$ cat src/rtl/piso_pkg.sv
// Shared definitions for the 5-bit parallel-in, serial-out transmitter:
// state encoding, word width and the index of the final bit.
package piso_pkg;

    localparam int WORD_W = 5;
    localparam logic [2:0] LAST_IDX = 3'd4;

    typedef enum logic {
        ST_IDLE  = 1'b0,
        ST_SHIFT = 1'b1
    } state_t;

endpackage : piso_pkg

$ cat src/rtl/piso5_tx_shift5.sv
// 5-bit register with parallel load taking priority over a zero-filling shift
// toward the send end, plus synchronous active-low clear.
module shift5
    import piso_pkg::*;
#(
    parameter bit MSB_FIRST = 1'b1
) (
    input  logic              clk,
    input  logic              rst,
    input  logic              ld,
    input  logic              sh,
    input  logic [WORD_W-1:0] d,
    output logic [WORD_W-1:0] q
);

    logic [WORD_W-1:0] shifted;

    // Left shift moves bit 3 into the send position bit 4; right shift moves bit 1 into bit 0.
    assign shifted = MSB_FIRST ? {q[WORD_W-2:0], 1'b0} : {1'b0, q[WORD_W-1:1]};

    // NOTE: sequential state uses non-blocking assignments so every register
    // samples the values from before the edge, independent of statement order.
    always_ff @(posedge clk) begin
        if (!rst) begin
            q <= '0;
        end else if (ld) begin
            q <= d;
        end else if (sh) begin
            q <= shifted;
        end
    end

endmodule : shift5

$ cat src/rtl/piso5_tx.sv
// Parallel-in, serial-out transmitter for 5-bit words: valid/ready word input,
// bit-serial output with valid/last framing and downstream back-pressure.
module piso5_tx
    import piso_pkg::*;
#(
    parameter bit MSB_FIRST  = 1'b1,
    parameter bit IDLE_LEVEL = 1'b0
) (
    input  logic              clk,
    input  logic              rst,
    input  logic [WORD_W-1:0] in_data,
    input  logic              in_valid,
    output logic              in_ready,
    input  logic              out_ready,
    output logic              sout,
    output logic              sout_valid,
    output logic              sout_last,
    output logic              busy
);

    state_t            state;
    state_t            state_nxt;
    logic [2:0]        cnt;
    logic [2:0]        cnt_nxt;
    logic [WORD_W-1:0] sr;
    logic              ld;
    logic              sh;
    logic              shifting;
    logic              at_last;
    logic              cnt_ok;
    logic              in_hs;
    logic              beat;
    logic              send_bit;

    assign shifting = (state == ST_SHIFT);
    assign at_last  = (cnt == LAST_IDX);
    assign cnt_ok   = (cnt <= LAST_IDX);

    // Every output is forced inactive while reset is asserted, not only after the edge.
    assign in_ready   = rst & ((state == ST_IDLE) | (shifting & at_last & out_ready));
    assign sout_valid = rst & shifting;
    assign sout_last  = rst & shifting & at_last;
    assign busy       = rst & shifting;

    assign send_bit = MSB_FIRST ? sr[WORD_W-1] : sr[0];
    assign sout     = sout_valid ? send_bit : IDLE_LEVEL;

    assign in_hs = in_valid & in_ready;
    assign beat  = sout_valid & out_ready;

    // NOTE: every signal driven here gets a default first, so no path through
    // the case leaves one unassigned and no latch is inferred.
    always_comb begin
        state_nxt = state;
        cnt_nxt   = cnt;
        ld        = 1'b0;
        sh        = 1'b0;
        case (state)
            ST_IDLE: begin
                if (in_hs) begin
                    state_nxt = ST_SHIFT;
                    cnt_nxt   = 3'd0;
                    ld        = 1'b1;
                end
            end
            ST_SHIFT: begin
                if (!cnt_ok) begin
                    state_nxt = ST_IDLE;
                    cnt_nxt   = 3'd0;
                end else if (in_hs) begin
                    // Only reachable on the last beat; the new word replaces the shift.
                    cnt_nxt = 3'd0;
                    ld      = 1'b1;
                end else if (beat) begin
                    sh = 1'b1;
                    if (at_last) begin
                        state_nxt = ST_IDLE;
                        cnt_nxt   = 3'd0;
                    end else begin
                        cnt_nxt = cnt + 3'd1;
                    end
                end
            end
            default: begin
                state_nxt = ST_IDLE;
                cnt_nxt   = 3'd0;
            end
        endcase
    end

    always_ff @(posedge clk) begin
        if (!rst) begin
            state <= ST_IDLE;
            cnt   <= 3'd0;
        end else begin
            state <= state_nxt;
            cnt   <= cnt_nxt;
        end
    end

    shift5 #(
        .MSB_FIRST(MSB_FIRST)
    ) u_sr (
        .clk(clk),
        .rst(rst),
        .ld (ld),
        .sh (sh),
        .d  (in_data),
        .q  (sr)
    );

endmodule : piso5_tx

$ cat config.mk
export PLATFORM = sky130hd
export DESIGN_NAME = piso5_tx
export DESIGN_NICKNAME = d
export VERILOG_FILES = /design/src/rtl/piso_pkg.sv /design/src/rtl/piso5_tx_shift5.sv /design/src/rtl/piso5_tx.sv
export SDC_FILE = /design/constraint.sdc
export NUM_CORES = 1
export LEC_CHECK = 0
export ABC_AREA = 1
export BUFFER_PORTS_ARGS = -buffer_cell sky130_fd_sc_hd__buf_2
export CAP_MARGIN = 20
export CORE_MARGIN = 2
export CORE_UTILIZATION = 35
export CTS_CLUSTER_SIZE = 40
export DETAILED_ROUTE_END_ITERATION = 8
export HOLD_SLACK_MARGIN = 0.05
export SLEW_MARGIN = 20
export SYNTH_ARGS = -nofsm -noshare
export SYNTH_HDL_FRONTEND = slang
export SYNTH_HIERARCHICAL = 1
export SYNTH_SLANG_ARGS = --single-unit
export TNS_END_PERCENT = 30
$ cat constraint.sdc
create_clock -name clk -period 2 [get_ports clk]
set_input_delay 0.4 -clock clk [delete_from_list [all_inputs] [get_ports clk]]
set_output_delay 0.4 -clock clk [all_outputs]
set_load 0.01 [all_outputs]
==> results.md, run 1 <==
CTS:
- The tree is rooted in a clkbuf_4.
- The TritonCTS clock tree is yes.
- The buffer depth of the longest clock path is 2.
- In this run, post-CTS hold repair placed 0 buffers.
- The clock latency on the worst-skew pair is ~270 ps.
- The clock net sink count is 9.
- The number of gates resized after CTS was 0.
- The clock transition at the registers of the reported paths is 70 ps.
- Buffers inserted during clock tree synthesis total 3.
- CTS built an H-tree with a depth of 1.
- Post-CTS timing repair inserted 0 buffers for setup.

Yosys:
- The synthesized netlist devotes between 40 and 50% of its cell area to simple gates.
- The largest total area in the synthesized netlist belongs to dfxtp_1.
- The synthesized netlist devotes around 7.5% of its cell area to compound gates.
- After synthesis, the share of cell area in mux cells is 0%.
- The fraction of synthesized cell area taken by the top area cell type is between 30% and 40%.
- Yosys printed 6 warnings.
- The main combinational cell family by area after synthesis is simple AND/OR/NAND/NOR gates.
- Summing every instance area after synthesis gives roughly 540 sq um.
- The portion of the post-synthesis area used by sequential elements is between 30% and 40%.
- Of the total synthesized cell area, the portion taken by XOR and XNOR cells is 0%.
- The gate count of the mapped netlist is 88.
- Sorting the synthesized cells by area gives the leading types as dfxtp_1 (34%), nand2_1 (23%), inv_1 (12%).
- The unique cell type count in the Yosys netlist is 13.
- Synthesis inferred 9 register bits.
- The number of nets in the synthesized netlist is between 90 and 100.
- The synthesized netlist devotes between 4 and 5% of its cell area to adder and majority cells.
- The synthesized area per cell is between 6 and 7 sq um.

Global routing:
- For this run, global-route usage on met1 was measured as around a fifth.
- The via count of the first global-routing pass is around 450.
- The met3 layer usage reported by global route is between 3 and 4%.
- The number of antenna violations at the first check in global routing was 0.
- The total overflow left after global routing is 0.
- The first global-routing pass estimated about 1.9 mm of wire.
- The met2 track demand over resource is between 10% and 20%.
- The aggregate global-route resource usage is 14.5%.
- The layer carrying the most global-route usage is met1.
- The pin count of the biggest net entering global routing is 10.

Route:
- The first detailed-routing pass took 4 iterations.
- The count of nets left with antenna violations after detail routing is 0.
- The total detailed-routing wirelength is between 1 and 1.5 mm.
- For this run, design rule violations remaining after detail routing come to 0.
- The detailed router placed 573 vias in this run.
- The count of routing violations after the opening detailed-route iteration is 8.
- After detailed routing, the number of vias per cell comes to around 4.8.
- The wire length per cell after detailed routing is about 9.7 um.

Hold path:
- The terminating pin of the worst hold path is u_sr/q[0].
- The worst hold path belongs to the class input port to flop.
- The launch instance of the worst min-delay path is in_data[0].
- Counting instances, the worst hold path has a depth of 3.

Floorplan:
- The width of the die is roughly 43 um.
- The overall die area is around 1900 sq um.
- Once the floorplan was initialized, standard cells occupied 36.5% of the core.
- The area inside the core boundary is about 1500 sq um.
- The number of primary I/O pins is 14.
- Measured along the y axis, the die boundary spans ~43 um.
- The number of standard-cell rows in the floorplan is 14.

Setup path:
- The number of cell instances on the worst register-to-register path is 11.
- Walking the worst path, the cells encountered are inv_1 > ha_1 > nand3_1 > a21oi_1 > buf_2.
- The worst flop-to-flop path endpoint is u_sr/q[4].
- In this design, the stage delay of the slowest critical-path cell is about 380 ps.
- The endpoint arrival time on the critical path is around 1300 ps.
- The worst register-to-register path begins at cnt[0].
- The cell at the slowest stage of the critical path is dfxtp_1.
- The top fanout value on the critical path is 4.
- STA classifies the critical path startpoint as a flop.
- The setup slack of the worst register-to-register path is 360 ps.
- The required time at the endpoint of the critical path is around 1600 ps.
- The critical path is of the flop to output pin type.
- The kind of capture point of the worst setup path is an output pin.

Place:
- Timing analysis after detailed placement gives a worst setup slack of between 300 and 400 ps.
- The placer's final routability congestion estimate is between 0.7 and 0.8.
- The wire-length estimate of the detail-placed layout is about 900 um.
- In this run the tool buffered the top-level ports with 13 buffer cells.

Pwr:
- Summed over all cells, the static leakage comes to about 0.38 nW.
- The share of total power dissipated in sequential elements is between 40 and 50%.
- Per report_power, the clock group accounts for between 30 and 40% of the total.
- The internal power of the cells is around 0.00029 W.
- The design draws roughly 0.00041 W.
- Per report_power, the combinational group accounts for 14.9% of the total.
- The analysis attributes to net switching a power of roughly 0.00012 W.
- Net switching is between 20% and 30% of the power.
- The areal power density over the cells is 637 nW/um^2.
- IR analysis of the VDD net gives a maximum drop of ~0.00031 V.

Timing:
- For the final routed database, the setup TNS stands at 0 ps.
- The post-route minimum period is about 1700 ps.
- On the final layout, the worst clock skew is a little under 8 ps.
- Setup repair after global routing left no endpoint under its margin.
- The setup violation total in the final timing report is 0.
- The fmax is 603 MHz.
- The worst hold slack is a little over 400 ps.
- The worst-margin pin slew is about 240 ps.
- The number of hold-slack violations in the final timing report is 0.
- In this run the tightest slew margin relative to its limit is a little over four fifths.
- The max-slew violation total from the final report was 0.
- The share of the cycle needed by the critical path after routing is between 80 and 90%.
- Setup slack closes at ~340 ps.

Finish:
- The layout has 173 filler cells.
- Cells fill 43.5% of the core in the end.
- The count of antenna diodes in the layout is 0.
- The area overhead of the layout relative to synthesis is 19.3%.
- In the final layout, the share of cells above drive strength 1 is between 20% and 30%.
- The number of nets in the layout is 116.

Flow run:
- The count of maximum capacitance violations is 0.

Run status:
- The flow ran to the end, and the final reports show no timing, DRC or antenna violations.
==> cells in the mapped netlist <==
| cell type | instances |
|---|---|
| a21oi_1 | 8 |
| buf_4 | 1 |
| dfxtp_1 | 9 |
| ha_1 | 2 |
| inv_1 | 17 |
| inv_2 | 1 |
| nand2_1 | 33 |
| nand2_2 | 1 |
| nand3_1 | 8 |
| nand3_2 | 2 |
| nor2_1 | 4 |
| nor2_2 | 1 |
| nor3_1 | 1 |
==> worst max-delay path by stage <==
stage	startpoint	endpoint	slack [ps]	cells after the start
global placement	rst	u_sr/q[2]	460	10
detailed placement	cnt[0]	u_sr/q[1]	390	9
global route	cnt[0]	u_sr/q[2]	130	11
finish	cnt[0]	in_ready	340	5
CTS	cnt[0]	sout_last	320	5
floorplan	cnt[0]	u_sr/q[2]	600	11
==> stage by stage <==
| step | instance area, sq um | cells |
|---|---|---|
| 2_1_floorplan | 537 | 88 |
| 6_report | 641 | 120 |
| 5_1_grt | 641 | 120 |
| 3_3_place_gp | 614 | 116 |
| 4_1_cts | 641 | 120 |
| 3_5_place_dp | 614 | 116 |
==> worst max-delay path, delay by kind of cell, from the launching register on <==
family                   cells  cell delay (ps)
flip-flops                   1              380
adder cells (fa/ha/maj)      1              210
buffers and inverters        2              200
AND/OR/NAND/NOR              1              110
AO/OA/AOI/OAI                1               70
==> state kept, by name, summed over array words and instances (netlist names) <==
name / flops
u_sr/q: 5
cnt: 3
shifting: 1
==> power groups by stage <==
stage          sequential, W  combinational [W]  clock [W]
2_1_floorplan       0.000198          0.0000404          0
6_report            0.000196          0.0000609   0.000151
5_1_grt             0.000197          0.0000693   0.000164
3_5_place_dp        0.000200          0.0000609          0
3_3_place_gp        0.000200          0.0000605          0
4_1_cts             0.000196          0.0000611   0.000153
==> layout make-up <==
type                            instances  area (sq um)  share of cell area (%)
Multi-Input combinational cell         60           282                    43.9
Sequential cell                         9           180                    28.1
Inverter                               18          67.6                    10.5
Timing Repair Buffer                   13          65.1                    10.2
Clock buffer                            4          26.3                    4.10
Tap cell                               16          20.0                    3.13
==> layout by cell type, fill, tap and decap left out, types with 2 or more instances in the layout <==
cell type	netlist	layout
a21oi_1	8	8
clkbuf_4	0	3
nor2_1	4	4
nand3_2	2	2
ha_1	2	2
nand2_1	33	33
inv_1	17	17
nand3_1	8	8
buf_2	0	13
dfxtp_1	9	9
==> cells by family (layout without fill, tap and decap cells) <==
| group | after synthesis | after routing |
|---|---|---|
| AO/OA/AOI/OAI | 8 | 8 |
| AND/OR/NAND/NOR | 50 | 50 |
| flip-flops | 9 | 9 |
| buffers and inverters | 19 | 35 |
| adder cells (fa/ha/maj) | 2 | 2 |
==> routing by layer <==
| layer | vias up | part of all wire [%] |
|---|---|---|
| met5 | - | 0 |
| met4 | 0 | 3.6 |
| met3 | 5 | 8.0 |
| met2 | 23 | 40 |
| met1 | 247 | 48 |
| li1 | 298 | - |
Power figures use the tool's default switching activity.
==> inputs of run 2 (changes only) <==
--- a/config.mk
+++ b/config.mk
@@ -5,7 +5,7 @@
 export SDC_FILE = /design/constraint.sdc
 export NUM_CORES = 1
 export LEC_CHECK = 0
-export ABC_AREA = 1
+export ABC_AREA = 0
 export BUFFER_PORTS_ARGS = -buffer_cell sky130_fd_sc_hd__buf_2
 export CAP_MARGIN = 20
 export CORE_MARGIN = 2
==> constraint.sdc (replaced) <==
create_clock -name clk -period 1.5 [get_ports clk]
set_input_delay 0.3 -clock clk [delete_from_list [all_inputs] [get_ports clk]]
set_output_delay 0.3 -clock clk [all_outputs]
set_load 0.01 [all_outputs]
==> run 2 against run 1 <==
  * The flow now finishes with violations (setup timing)
  * Clock skew is 5.0 ps lower
  * Design area up 15%
  * Sequential cell count did not move
  * Clock power rose by 29%
  * Register-to-register slack got worse by 350 ps
  * Largest power group unchanged
  * Highest routed layer unchanged
==> results.md, run 2 <==
Run status:
- The flow ran to the end, but the final reports show violations.
- The final reports fail on setup timing.

Yosys:
- The synthesized area per cell is 9.21 sq um (+51%).
- The count of state elements after synthesis is 9 (unchanged).
- The proportion of register bits with asynchronous set or reset after synthesis is 0% (unchanged).
- The number of nets in the synthesized netlist is 69 (-30%).
- The gate count of the mapped netlist is 58 (-34%).
- The portion of the post-synthesis area used by sequential elements is 33.7% (+0.16 points).
- By area the synthesized netlist is led by dfxtp_1 (34%), mux2_2 (8.4%), o211a_1 (7.5%).
- Among all cell types in the netlist, the one instantiated most often is dfxtp_1.
- The main flop type after synthesis is dfxtp_1.
- The count of flip-flops with a built-in enable after synthesis is 0 (unchanged).
- The synthesized design spends more area on one cell type than any other, namely dfxtp_1.
- After synthesis, the most frequently instantiated cells are dfxtp_1 (9), a21oi_1 (5), inv_1 (5).
- The fraction of synthesized cell area taken by the top area cell type was 33.7% (+0.16 points).
- The unique cell type count in the Yosys netlist is 26 (+13).
- The area of the mapped netlist is 534 sq um (-0.47%).
- The yosys synthesis warning count is 6 (unchanged).

CTS:
- The clock transition at the registers of the reported paths came to 70 ps (about the same).
- The clock root buffer is clkbuf_4.
- The buffer depth of the longest clock path is 2 (unchanged).
- The clock net sink count is 9 (unchanged).
- The TritonCTS buffer count is 3 (unchanged).
- The clock latency on the worst-skew pair is 260 ps (about the same).
- The maximum level of the CTS H-tree is 1 (unchanged).
- The TritonCTS clock tree is yes.

Finish:
- The multi-input combinational cell area is 352 sq um (+25%).
- The post-route core utilization is 50.0% (+6.5 points).
- The number of nets in the layout is 93 (-20%).
- Leaving out fill and tap cells, the most frequent cells in the layout are buf_2 (12), buf_4 (7), dfxtp_1 (6).
- The share of layout cells above drive strength 1 is 53.1% (+33 points).
- The count of antenna diodes in the layout was 0 (unchanged).
- The register with the most flip-flops is u_sr/q.
- The area used by sequential logic in the layout is 184 sq um (+2.1%).
- Leaving out fill and tap cells, the most frequent cell in the layout is buf_2.
- The number of filler instances in the final layout was 155 (-10%).
- The flip-flop count of the largest register after layout is 5 (unchanged).
- The area overhead of the layout relative to synthesis is 37.7%.
- The non-filler instance count after layout is 97 (-19%).

Timing:
- The total negative setup slack is -4.63 ps (-4.63 ps).
- The setup violation total in the final timing report is 1 (+1).
- Timing would allow up to between 600 and 700 MHz.
- The relative slew slack came to 82.2% (-2.0 points).
- In the finished design, the share of the clock period the worst path needs comes to 100%.
- The worst-margin pin slew is 266 ps (+29.9 ps).
- The worst setup slack after layout was -4.63 ps (-347 ps).
- Counting I/O delays and the setup requirement, the final critical path takes 1500 ps.
- The final worst clock skew is 2.88 ps (-4.98 ps).
- Setup repair after global routing could not meet its margin everywhere.
- The max-slew violation total from the final report is 0 (unchanged).
- The number of hold-slack violations in the final timing report came to 0 (unchanged).

Pwr:
- The switching power share of the total is 25.8% (-3.4 points).
- The leakage dissipation came to 0.368 nW (-2.7%).
- The net load switching power came to 0.000144 W (+21%).
- The clock power share is 35.0% (-2.0 points).
- The internal power of the cells is 0.000414 W (+43%).
- The fraction of power consumed by sequential logic was 46.3% (-1.7 points).
- The areal power density over the cells is 758 nW/um^2 (+19%).
- The peak supply drop is 0.000424 V (+35%).
- The portion of total power attributed to combinational logic is 18.8% (+3.9 points).

Place:
- The half-perimeter wire length after detailed placement is 820 um (-10%).
- The placer's final routability congestion estimate is 0.705 (-9.1%).
- The count of input and output buffers is 13 (unchanged).
- The total instance count after detailed placement is 93 (-20%).

Floorplan:
- The initial standard-cell utilization of the core is 36.3% (-0.17 points).
- The number of standard-cell rows in the floorplan is 14 (unchanged).
- The width of the die is 43.1 um (-0.21%).
- The die outline height is 43.1 um (-0.21%).
- The area inside the core boundary came to 1470 sq um (unchanged).
- The number of primary I/O pins came to 14 (unchanged).
- The overall die area is 1860 sq um (-0.42%).

Route:
- The post-route DRC violation count is 0 (unchanged).
- The via count was 477 (-17%).
- The total detailed-routing wirelength is 1.05 mm (-9.9%).
- The count of routing violations after the opening detailed-route iteration is 5 (-3).
- The count of nets left with antenna violations after detail routing is 0 (unchanged).
- The count of TritonRoute iterations in the first routing pass came to 2 (-2).
- The via density per instance is 4.92 (+3.0%).
- The wire length per cell after detailed routing is 10.8 um (+11%).

Flow run:
- The count of maximum capacitance violations is 0 (unchanged).

Setup path:
- The worst setup path is captured at an output pin.
- The signal on the critical path passes through inv_2 > ha_4 > nand3_2 > nand2_2 > and2_4 > buf_6.
- The top fanout value on the critical path came to 3 (-1).
- The cell at the slowest stage of the critical path is dfxtp_2.
- The required time at the endpoint of the critical path is 1200 ps (-400 ps).
- The sort of element at the start of the critical path is a flop.
- The worst stage delay on the critical path came to 320 ps (-60 ps).
- The number of cell instances on the worst register-to-register path was 6 (-5).
- The endpoint arrival time on the critical path is 1200 ps (-60 ps).
- The worst setup path is of the flop to output pin kind.

Global routing:
- The pin count of the biggest net entering global routing is 12 (+2).
- The residual overflow from global routing is 0 (unchanged).
- The number of antenna violations at the first check in global routing was 0 (unchanged).
- The global-route wire length before repair was 1.68 mm (-11%).
- The via count of the first global-routing pass was 411 (-8.9%).
- The aggregate global-route resource usage is 12.9% (-1.6 points).

Hold path:
- The worst hold path depth is 3 (unchanged).
- In this run the worst hold path is classified as input port to flop.
## run 2: final timing paths
kind / start / endpoint / slack, ps
worst max-delay path: cnt[0] / in_ready / -5
worst max register to register: cnt[0] / u_sr/q[3] / 10
worst min register to register: cnt[0] / cnt[0] / 540
worst min-delay path: in_data[0] / u_sr/q[0] / 290
## run 2: area by class of cell
| type | count | area share [%] |
|---|---|---|
| sequential | 9 | 25.0 |
| multi-input combinational | 42 | 47.8 |
| timing repair buffer | 21 | 18.4 |
| inverter | 5 | 2.55 |
| clock buffer | 4 | 3.57 |
| tap | 16 | 2.72 |
## run 2: logic make-up after synthesis
logic type / after synthesis / share of synthesized area, %
and+or+nand+nor: 21 / 25.3
adders and majority gates: 2 / 4.68
muxes: 4 / 8.43
buffers and inverters: 7 / 7.03
AOI/OAI and AO/OA: 15 / 20.8
DFF: 9 / 33.7
## run 2: timing repair
action	4_1_cts	5_1_grt
endpoints found under the setup margin	6	7
resized for setup	4	1
pin swaps	2	3
setup buffers	0	0
hold buffers	0	0
## run 2: metrics by stage
step | cell area, sq um | hold WS [ps] | power [W] | setup slack [ps]
global placement | 691 | 527 | 0.000361 | -17.3
floorplan | 564 | 431 | 0.000324 | 2.65
CTS | 732 | 284 | 0.000562 | -14.7
global route | 736 | 306 | 0.000579 | -64.4
detailed placement | 691 | 530 | 0.000362 | -37.3
finish | 736 | 291 | 0.000558 | -4.63
## run 2: routing by layer
layer,global-route usage (%),vias up,part of all wire [%]
met4,10.9,0,3.0
met3,3.83,4,4.3
met1,15.8,210,48
met2,18.2,11,45
met5,0,-,0
li1,-,252,-
## run 2: critical path: cells and delay by family, from the launching register on
family | cells | cell delay (ps)
fa+ha+maj | 1 | 150
buf+inv | 2 | 160
simple gates | 3 | 300
flops | 1 | 320
## run 2: power groups by stage
| stage | sequential (W) | clock, W | combinational (W) |
|---|---|---|---|
| after global placement | 0.000263 | 0 | 0.0000982 |
| final | 0.000258 | 0.000195 | 0.000105 |
| after floorplan | 0.000264 | 0 | 0.0000604 |
| after CTS | 0.000258 | 0.000199 | 0.000105 |
| after global routing | 0.000260 | 0.000204 | 0.000116 |
| after detailed placement | 0.000263 | 0 | 0.0000989 |
